[config.mk]
export PLATFORM = sky130hd
export DESIGN_NAME = fpu_addsub_pipe
export DESIGN_NICKNAME = d
export VERILOG_FILES = /design/src/rtl/fpu_addsub_pipe_pkg.sv /design/src/rtl/fpu_addsub_pipe_cla_slice.sv /design/src/rtl/fpu_addsub_pipe.sv
export SDC_FILE = /design/constraint.sdc
export NUM_CORES = 1
export LEC_CHECK = 0
export ABC_AREA = 1
export CORE_ASPECT_RATIO = 1.2
export CORE_MARGIN = 3
export CORE_UTILIZATION = 40
export DETAILED_ROUTE_END_ITERATION = 6
export GPL_TIMING_DRIVEN = 0
export PLACE_DENSITY = 0.67
export SYNTH_ARGS = -nofsm -noshare
export SYNTH_HDL_FRONTEND = slang
export SYNTH_SLANG_ARGS = --single-unit
[constraint.sdc]
create_clock -name clk -period 4.3 [get_ports clk]
set_input_delay 1.075 -clock clk [delete_from_list [all_inputs] [get_ports clk]]
set_output_delay 1.075 -clock clk [all_outputs]
set_load 0.01 [all_outputs]
[src/rtl/fpu_addsub_pipe_pkg.sv]
// Shared definitions for the FPU mantissa add/subtract pipeline.
package fpu_addsub_pipe_pkg;
  localparam int   FPU_WIDTH  = 16;
  localparam logic FPU_OP_ADD = 1'b0;
  localparam logic FPU_OP_SUB = 1'b1;
  localparam int   CLA_GRP    = 4;
endpackage

[src/rtl/fpu_addsub_pipe_cla_slice.sv]
// Combinational N-bit carry-lookahead adder; 4-bit G/P groups, group carries ripple.
module cla_slice
  import fpu_addsub_pipe_pkg::*;
#(
  parameter int N = 8
) (
  input  logic [N-1:0] a,
  input  logic [N-1:0] b,
  input  logic         ci,
  output logic [N-1:0] s,
  output logic         co
);
  localparam int NG = (N + CLA_GRP - 1) / CLA_GRP;

  logic [N-1:0] g, p;
  logic [N:0]   c;

  assign g = a & b;
  assign p = a ^ b;

  // Every carry inside a group is a function of that group's carry-in only.
  always_comb begin
    logic ga, pa;
    ga = 1'b0;
    pa = 1'b1;
    c  = '0;
    c[0] = ci;
    for (int gi = 0; gi < NG; gi++) begin
      ga = 1'b0;
      pa = 1'b1;
      for (int k = gi * CLA_GRP; k < N && k < (gi + 1) * CLA_GRP; k++) begin
        ga = g[k] | (p[k] & ga);
        pa = pa & p[k];
        c[k+1] = ga | (pa & c[gi*CLA_GRP]);
      end
    end
  end

  assign s  = p ^ c[N-1:0];
  assign co = c[N];
endmodule

[src/rtl/fpu_addsub_pipe.sv]
// Two-stage add/subtract: low SPLIT bits resolve in stage 1, upper bits in stage 2.
module fpu_addsub_pipe
  import fpu_addsub_pipe_pkg::*;
#(
  parameter int WIDTH = FPU_WIDTH,
  parameter int SPLIT = 8
) (
  input  logic             clk,
  input  logic             rst_n,
  input  logic             in_valid,
  output logic             in_ready,
  input  logic [WIDTH-1:0] in_a,
  input  logic [WIDTH-1:0] in_b,
  input  logic             in_sub,
  input  logic             in_ci,
  output logic             out_valid,
  input  logic             out_ready,
  output logic [WIDTH-1:0] out_s,
  output logic             out_co,
  output logic             out_ovf,
  output logic             out_zero
);
  localparam int HW = WIDTH - SPLIT;

  logic [2:1]       vld_pipe;
  logic             adv1, adv2;
  logic [WIDTH-1:0] b_eff;
  logic             c_eff;
  logic [SPLIT-1:0] lo_s;
  logic             lo_co;
  logic [SPLIT-1:0] s1_lo;
  logic             s1_c;
  logic [HW-1:0]    s1_a_hi, s1_b_hi;
  logic [HW-1:0]    hi_s;
  logic             hi_co;
  logic [WIDTH-1:0] sum;

  assign b_eff = (in_sub == FPU_OP_SUB) ? ~in_b  : in_b;
  assign c_eff = (in_sub == FPU_OP_SUB) ? ~in_ci : in_ci;

  cla_slice #(.N(SPLIT)) u_lo (
    .a(in_a[SPLIT-1:0]), .b(b_eff[SPLIT-1:0]), .ci(c_eff), .s(lo_s), .co(lo_co)
  );

  cla_slice #(.N(HW)) u_hi (
    .a(s1_a_hi), .b(s1_b_hi), .ci(s1_c), .s(hi_s), .co(hi_co)
  );

  assign sum       = {hi_s, s1_lo};
  assign adv2      = !vld_pipe[2] || out_ready;
  assign adv1      = !vld_pipe[1] || adv2;
  assign in_ready  = adv1;
  assign out_valid = vld_pipe[2];

  // Output registers only load on a real s1->s2 move, so they hold during stalls.
  always_ff @(posedge clk) begin
    if (!rst_n) begin
      vld_pipe <= '0;
      out_s    <= '0;
      out_co   <= 1'b0;
      out_ovf  <= 1'b0;
      out_zero <= 1'b0;
    end else begin
      if (adv1) vld_pipe[1] <= in_valid;
      if (adv2) begin
        vld_pipe[2] <= vld_pipe[1];
        if (vld_pipe[1]) begin
          out_s    <= sum;
          out_co   <= hi_co;
          out_ovf  <= (s1_a_hi[HW-1] == s1_b_hi[HW-1]) && (hi_s[HW-1] != s1_a_hi[HW-1]);
          out_zero <= (sum == '0);
        end
      end
    end
  end

  always_ff @(posedge clk) begin
    if (adv1 && in_valid) begin
      s1_lo   <= lo_s;
      s1_c    <= lo_co;
      s1_a_hi <= in_a[WIDTH-1:SPLIT];
      s1_b_hi <= b_eff[WIDTH-1:SPLIT];
    end
  end
endmodule
* Word-level counts from Yosys, hierarchy flattened
Index checks and enable logic that the tools add are counted.
** Operators by class
- Equal/unequal tests :: 2
- Multiplexer cells :: 2
- Bitwise logic cells :: 76
- Reductions and logical operators :: 8
** Operators by type and width (count)
- $and 1x1->1 :: 40
- $xor 8x8->8 :: 4
- $or 1x1->1 :: 28
- $and 8x8->8 :: 2
- $logic_not 16->1 :: 1
- $mux 16 :: 1
- $not 16->16 :: 1
- $logic_and 1x1->1 :: 2
- $logic_not 1->1 :: 2
- $logic_or 1x1->1 :: 2
- $reduce_and 2->1 :: 1
- $eq 1x1->1 :: 1
- $mux 1 :: 1
- $ne 1x1->1 :: 1
- $not 1->1 :: 1
** Word-level totals
- Register bits :: 46
- Input port bits :: 38
- Word-level logic and storage cells :: 98

* Longest topological paths before layout
Gate-level depths: netlist (run 1).
- Depth in word-level cells :: 13
- Mapped depth :: 15
- Mapped depth without buffers :: 15

* Hierarchy
From an unflattened synthesis (run 1), not the netlist that was laid out.
** Second synthesis, totals
- Cell total of the unflattened synthesis :: 265
- Area total of the unflattened synthesis :: 2464.9 sq um
** Modules (own cells, without submodules)
- fpu_addsub_pipe :: instances 1, cells an instance 151, area an instance 1744.2 sq um, seq. area each 1171.1 sq um
- cla_slice :: instances 2, cells an instance 57, area an instance 360.3 sq um, seq. area each 0.0 sq um

* Worst setup path before layout (run 1)
No wires, ideal clock.
- Path kind :: in2reg
- From :: in in_sub
- To :: reg s1_lo[4] (data pin)
- Setup time :: 0.250 ns
- Arrival :: 2.826 ns
- Required time :: 4.050 ns
- Setup slack :: 1.224 ns
- Stages on the path :: 11
- Path buffers :: 2
- Cell sequence :: buf_6 > buf_2 > xor2_1 > ha_1 > nand2_1 > o21ai_2 > nand2_2 > nand2_2 > a21oi_4 > fa_1 > inv_1
** On the way
- Cells in the longest elaborated chain, start to end :: 10
- Elaborated cells between the ends (all ways) :: 16
- Those cells by class :: 2 x mux; 14 x bitwise
** RTL lines
- start: declaration :: line fpu_addsub_pipe.sv:14 : input logic in_sub,
- $mux 16 :: line fpu_addsub_pipe.sv:38 : assign b_eff = (in_sub == FPU_OP_SUB) ? ~in_b : in_b;
- $xor 8x8->8 / $and 8x8->8 (equally long branches) :: line fpu_addsub_pipe_cla_slice.sv:19, fpu_addsub_pipe_cla_slice.sv:18
- $and 1x1->1 :: line fpu_addsub_pipe_cla_slice.sv:32 : ga = g[k] | (p[k] & ga);
- $or 1x1->1 :: line fpu_addsub_pipe_cla_slice.sv:32
- $and 1x1->1 :: line fpu_addsub_pipe_cla_slice.sv:32
- $or 1x1->1 :: line fpu_addsub_pipe_cla_slice.sv:32
- $and 1x1->1 :: line fpu_addsub_pipe_cla_slice.sv:32
- $or 1x1->1 :: line fpu_addsub_pipe_cla_slice.sv:32
- $or 1x1->1 :: line fpu_addsub_pipe_cla_slice.sv:34 : c[k+1] = ga | (pa & c[gi*CLA_GRP]);
- $xor 8x8->8 (*) :: line fpu_addsub_pipe_cla_slice.sv:39 : assign s = p ^ c[N-1:0];
- named net lo_s[4] :: line fpu_addsub_pipe.sv:29 : logic [SPLIT-1:0] lo_s;
- end signal: assignment :: line fpu_addsub_pipe.sv:79 : s1_lo <= lo_s;
- end: declaration :: line fpu_addsub_pipe.sv:31 : logic [SPLIT-1:0] s1_lo;
Mark *: on every way through the listed nets, which the timed path passes. The rest lies on a longest branch.
A chain may end at the register's enable or synchronous reset.

* Worst setup path in the final report (run 1)
- From :: in out_ready
- To :: out in_ready
** On the way
- Cells in the longest elaborated chain, start to end :: 2
** RTL lines
- start: declaration :: line fpu_addsub_pipe.sv:17 : input logic out_ready,
- $logic_or 1x1->1 :: line fpu_addsub_pipe.sv:50 : assign adv2 = !vld_pipe[2] || out_ready;
- $logic_or 1x1->1 :: line fpu_addsub_pipe.sv:51 : assign adv1 = !vld_pipe[1] || adv2;
- end: declaration :: line fpu_addsub_pipe.sv:11 : output logic in_ready,
No other way between the ends.

==> flow_metrics.py, run 1 <==
metrics = {
    "outcome": {
        "status": "finished clean",
    },
    "grt": {
        "grt_pass1_vias": 1714,
        "grt_pass1_wl_um": 7530,
        "antenna_found_initial": 0,
        "grt_start_max_net_pins": 26,
        "overflow": 0,
        "track_usage_pct": 13.6,
    },
    "clocking": {
        "ctsHoldBuffers": 0,
        "clockBufferDepth": 2,
        "clk-insertion-delay-late_ns": 0.30,
        "htreeDepth": 2,
        "cts_resized": 0,
        "post_cts_buffers": 0,
        "numCtsBuffers": 5,
        "clkTransAtPathRegs_ns": 0.09,
        "cts_sinks": 46,
        "cts_tree": "done",
        "cts_root_buf": "clkbuf_8",
    },
    "place": {
        "dp_hpwl_um": 3500,
        "place_congestion": 0.768,
        "port-buffer-count": 57,
    },
    "final_layout": {
        "layout_common_cells": "clkdlybuf4s50_1, inv_1, nand2_1",
        "n_antenna_cell": 0,
        "fillers": 556,
        "drive_above_1_share_pct": 7.10,
        "nNetsFinal": 367,
        "syn_to_final_growth_pct": 31.7,
        "layout_commonest_cell": "clkdlybuf4s50_1",
    },
    "drt": {
        "routed_via_density": 4.51,
        "drcViolationCount": 0,
        "wl_um": 4300,
        "route.vias.total": 1758,
        "drt-initial-drc-count": 76,
        "wl_per_cell_um": 11.0,
        "firstDrtPassIters": 4,
        "postRouteAntennaNets": 0,
    },
    "floorplan": {
        "ios": 59,
        "die_h_um": 90.4,
        "coreArea_um2": 5710,
        "die_x_um": 76.4,
        "start_util_pct": 41.6,
        "row_count": 30,
        "dieArea_um2": 6900,
    },
    "yosys": {
        "synth-async-reset-ratio_pct": 0,
        "ys_seq_elements": 46,
        "syn_nets": 303,
        "avgSynthCellArea_um2": 9.70,
        "synth_warnings": 0,
        "syn_area_um2": 2380,
        "ys_seq_area_share_pct": 49.3,
        "yosys_most_used_dff": "edfxtp_1",
        "synth-edff-count": 25,
        "syn_inst": 245,
        "ys_types": 26,
    },
    "sta": {
        "setup_violations": 0,
        "rsz0062_at_grt": "no",
        "relSlewSlack_pct": 40.8,
        "hold-worst-slack_ns": 0.480,
        "finalHoldViolCount": 0,
        "tightest_slew_ns": 0.887,
        "fin_skew_ns": 0.0140,
        "period_share_pct": 77.2,
        "min_period_ns": 3.32,
        "fmax_mhz": 301,
        "finalMaxSlewViolations": 0,
        "setup_tns_ns": 0,
    },
    "run": {
        "drv_cap": 0,
    },
    "worst_hold_path": {
        "hp-class": "reg -> reg",
    },
    "critical_path": {
        "reg2reg_setup_slack_ns": 1.93,
        "start_kind": "input pin",
        "required_ns": 3.22,
        "crit_arrival_ns": 2.25,
        "crit_path_end_kind": "output port",
        "worst-setup-path-type": "in -> out",
        "crit_fanout": 3,
    },
    "power": {
        "leakage_nw": 1.36,
        "finalPower_w": 0.00104,
        "power_density_nw_per_um2": 332,
        "irDropWorstVdd_mv": 0.140,
    },
}
[registers in the layout (all words and copies together) (netlist names)]
name,count
s1_b_hi,8
out_zero,1
out_s,16
out_ovf,1
out_co,1
s1_lo,8
s1_a_hi,8
s1_c,1
vld_pipe,2
[metal layers]
metal	wire length, µm	vias up	global-route usage (%)
met4	85	0	5.89
met2	2210	40	23.7
met1	1790	789	15.6
met5	0	-	0
met3	208	6	3.39
li1	-	923	-
[cells in the mapped netlist (all sizes together), types with 5 or more instances]
cell type | number | area [µm²]
nand2 | 36 | 145
inv | 34 | 128
nor2 | 27 | 101
edfxtp | 25 | 751
dfxtp | 21 | 420
xor2 | 20 | 175
a21oi | 17 | 96.4
ha | 16 | 200
o21ai | 15 | 78.8
nand3 | 10 | 50.1
buf | 5 | 31.3
xnor2 | 5 | 51.3
[cells by family after synthesis]
group	Yosys count	share of synthesized area, %
and+or+nand+nor	77	13.6
DFF	46	49.3
buffers and inverters	40	6.85
AOI/OAI and AO/OA	37	8.95
xor gates and xnor gates	25	9.53
adders and majority gates	20	11.8
[area by class of cell]
cell class	count	area, µm²	share of cell area [%]
flip-flops and latches	46	1170	37.4
multi-input cells	159	1040	33.3
repair buffers	57	571	18.2
plain buffers	6	35.0	1.12
inverters	34	128	4.08
clock buffers	6	72.6	2.32
well taps	80	100	3.20
clock inverters	2	10.0	0.320
[worst max-delay path, cell delays in order]
cell and delay [ns]:
clkdlybuf4s50_1 0.45, inv_1 0.06, nand3_1 0.11, clkdlybuf4s50_1 0.55
[metrics by stage]
| step | instance area, µm² | setup WS, ns | util [%] | std cells |
|---|---|---|---|---|
| finish | 3130 | 0.980 | 54.8 | 390 |
| global route | 3130 | 0.941 | 54.8 | 390 |
| CTS | 3130 | 0.970 | 54.8 | 390 |
| detailed placement | 3050 | 0.975 | 53.4 | 382 |
| global placement | 3050 | 0.990 | 53.4 | 382 |
| floorplan | 2380 | 1.22 | - | 245 |
[path summary, 6_finish.rpt]
path | startpoint | endpoint | depth (start not counted)
worst min register to register | out_zero | out_zero | 2
worst max register to register | s1_b_hi[1] | out_zero | 15
worst min-delay path | out_zero | out_zero | 2
worst max-delay path | out_ready | in_ready | 4
[power by group]
group          internal [W]  switching, W
sequential         0.000514     0.0000182
combinational      0.000126      0.000131
clock              0.000113      0.000137
Note: power is estimated with default switching activity, not from simulation.
==> inputs of run 2 (changes only) <==
==> constraint.sdc (replaced) <==
create_clock -name clk -period 3.46 [get_ports clk]
set_input_delay 0.865 -clock clk [delete_from_list [all_inputs] [get_ports clk]]
set_output_delay 0.865 -clock clk [all_outputs]
set_load 0.01 [all_outputs]
==> results of run 2 <==
Same layout as run 1 (identical final DEF). Status: finished clean.
Among the figures that moved: setup slack after placement 0.975 ns -> 0.403 ns; setup slack after layout 0.980 ns -> 0.560 ns; register-to-register setup slack 1.93 ns -> 1.09 ns; total power 0.00104 W -> 0.00129 W; worst IR drop on VDD 0.140 mV -> 0.175 mV
==> inputs of run 3 (changes only) <==
==> constraint.sdc (replaced) <==
create_clock -name clk -period 3.03 [get_ports clk]
set_input_delay 0.7575 -clock clk [delete_from_list [all_inputs] [get_ports clk]]
set_output_delay 0.7575 -clock clk [all_outputs]
set_load 0.01 [all_outputs]
==> results of run 3 <==
Same layout as run 1 (identical final DEF). Status: finished clean.
Among the figures that moved: setup slack after placement 0.975 ns -> 0.0809 ns; setup slack after layout 0.980 ns -> 0.345 ns; register-to-register setup slack 1.93 ns -> 0.66 ns; total power 0.00104 W -> 0.00148 W; worst IR drop on VDD 0.140 mV -> 0.199 mV
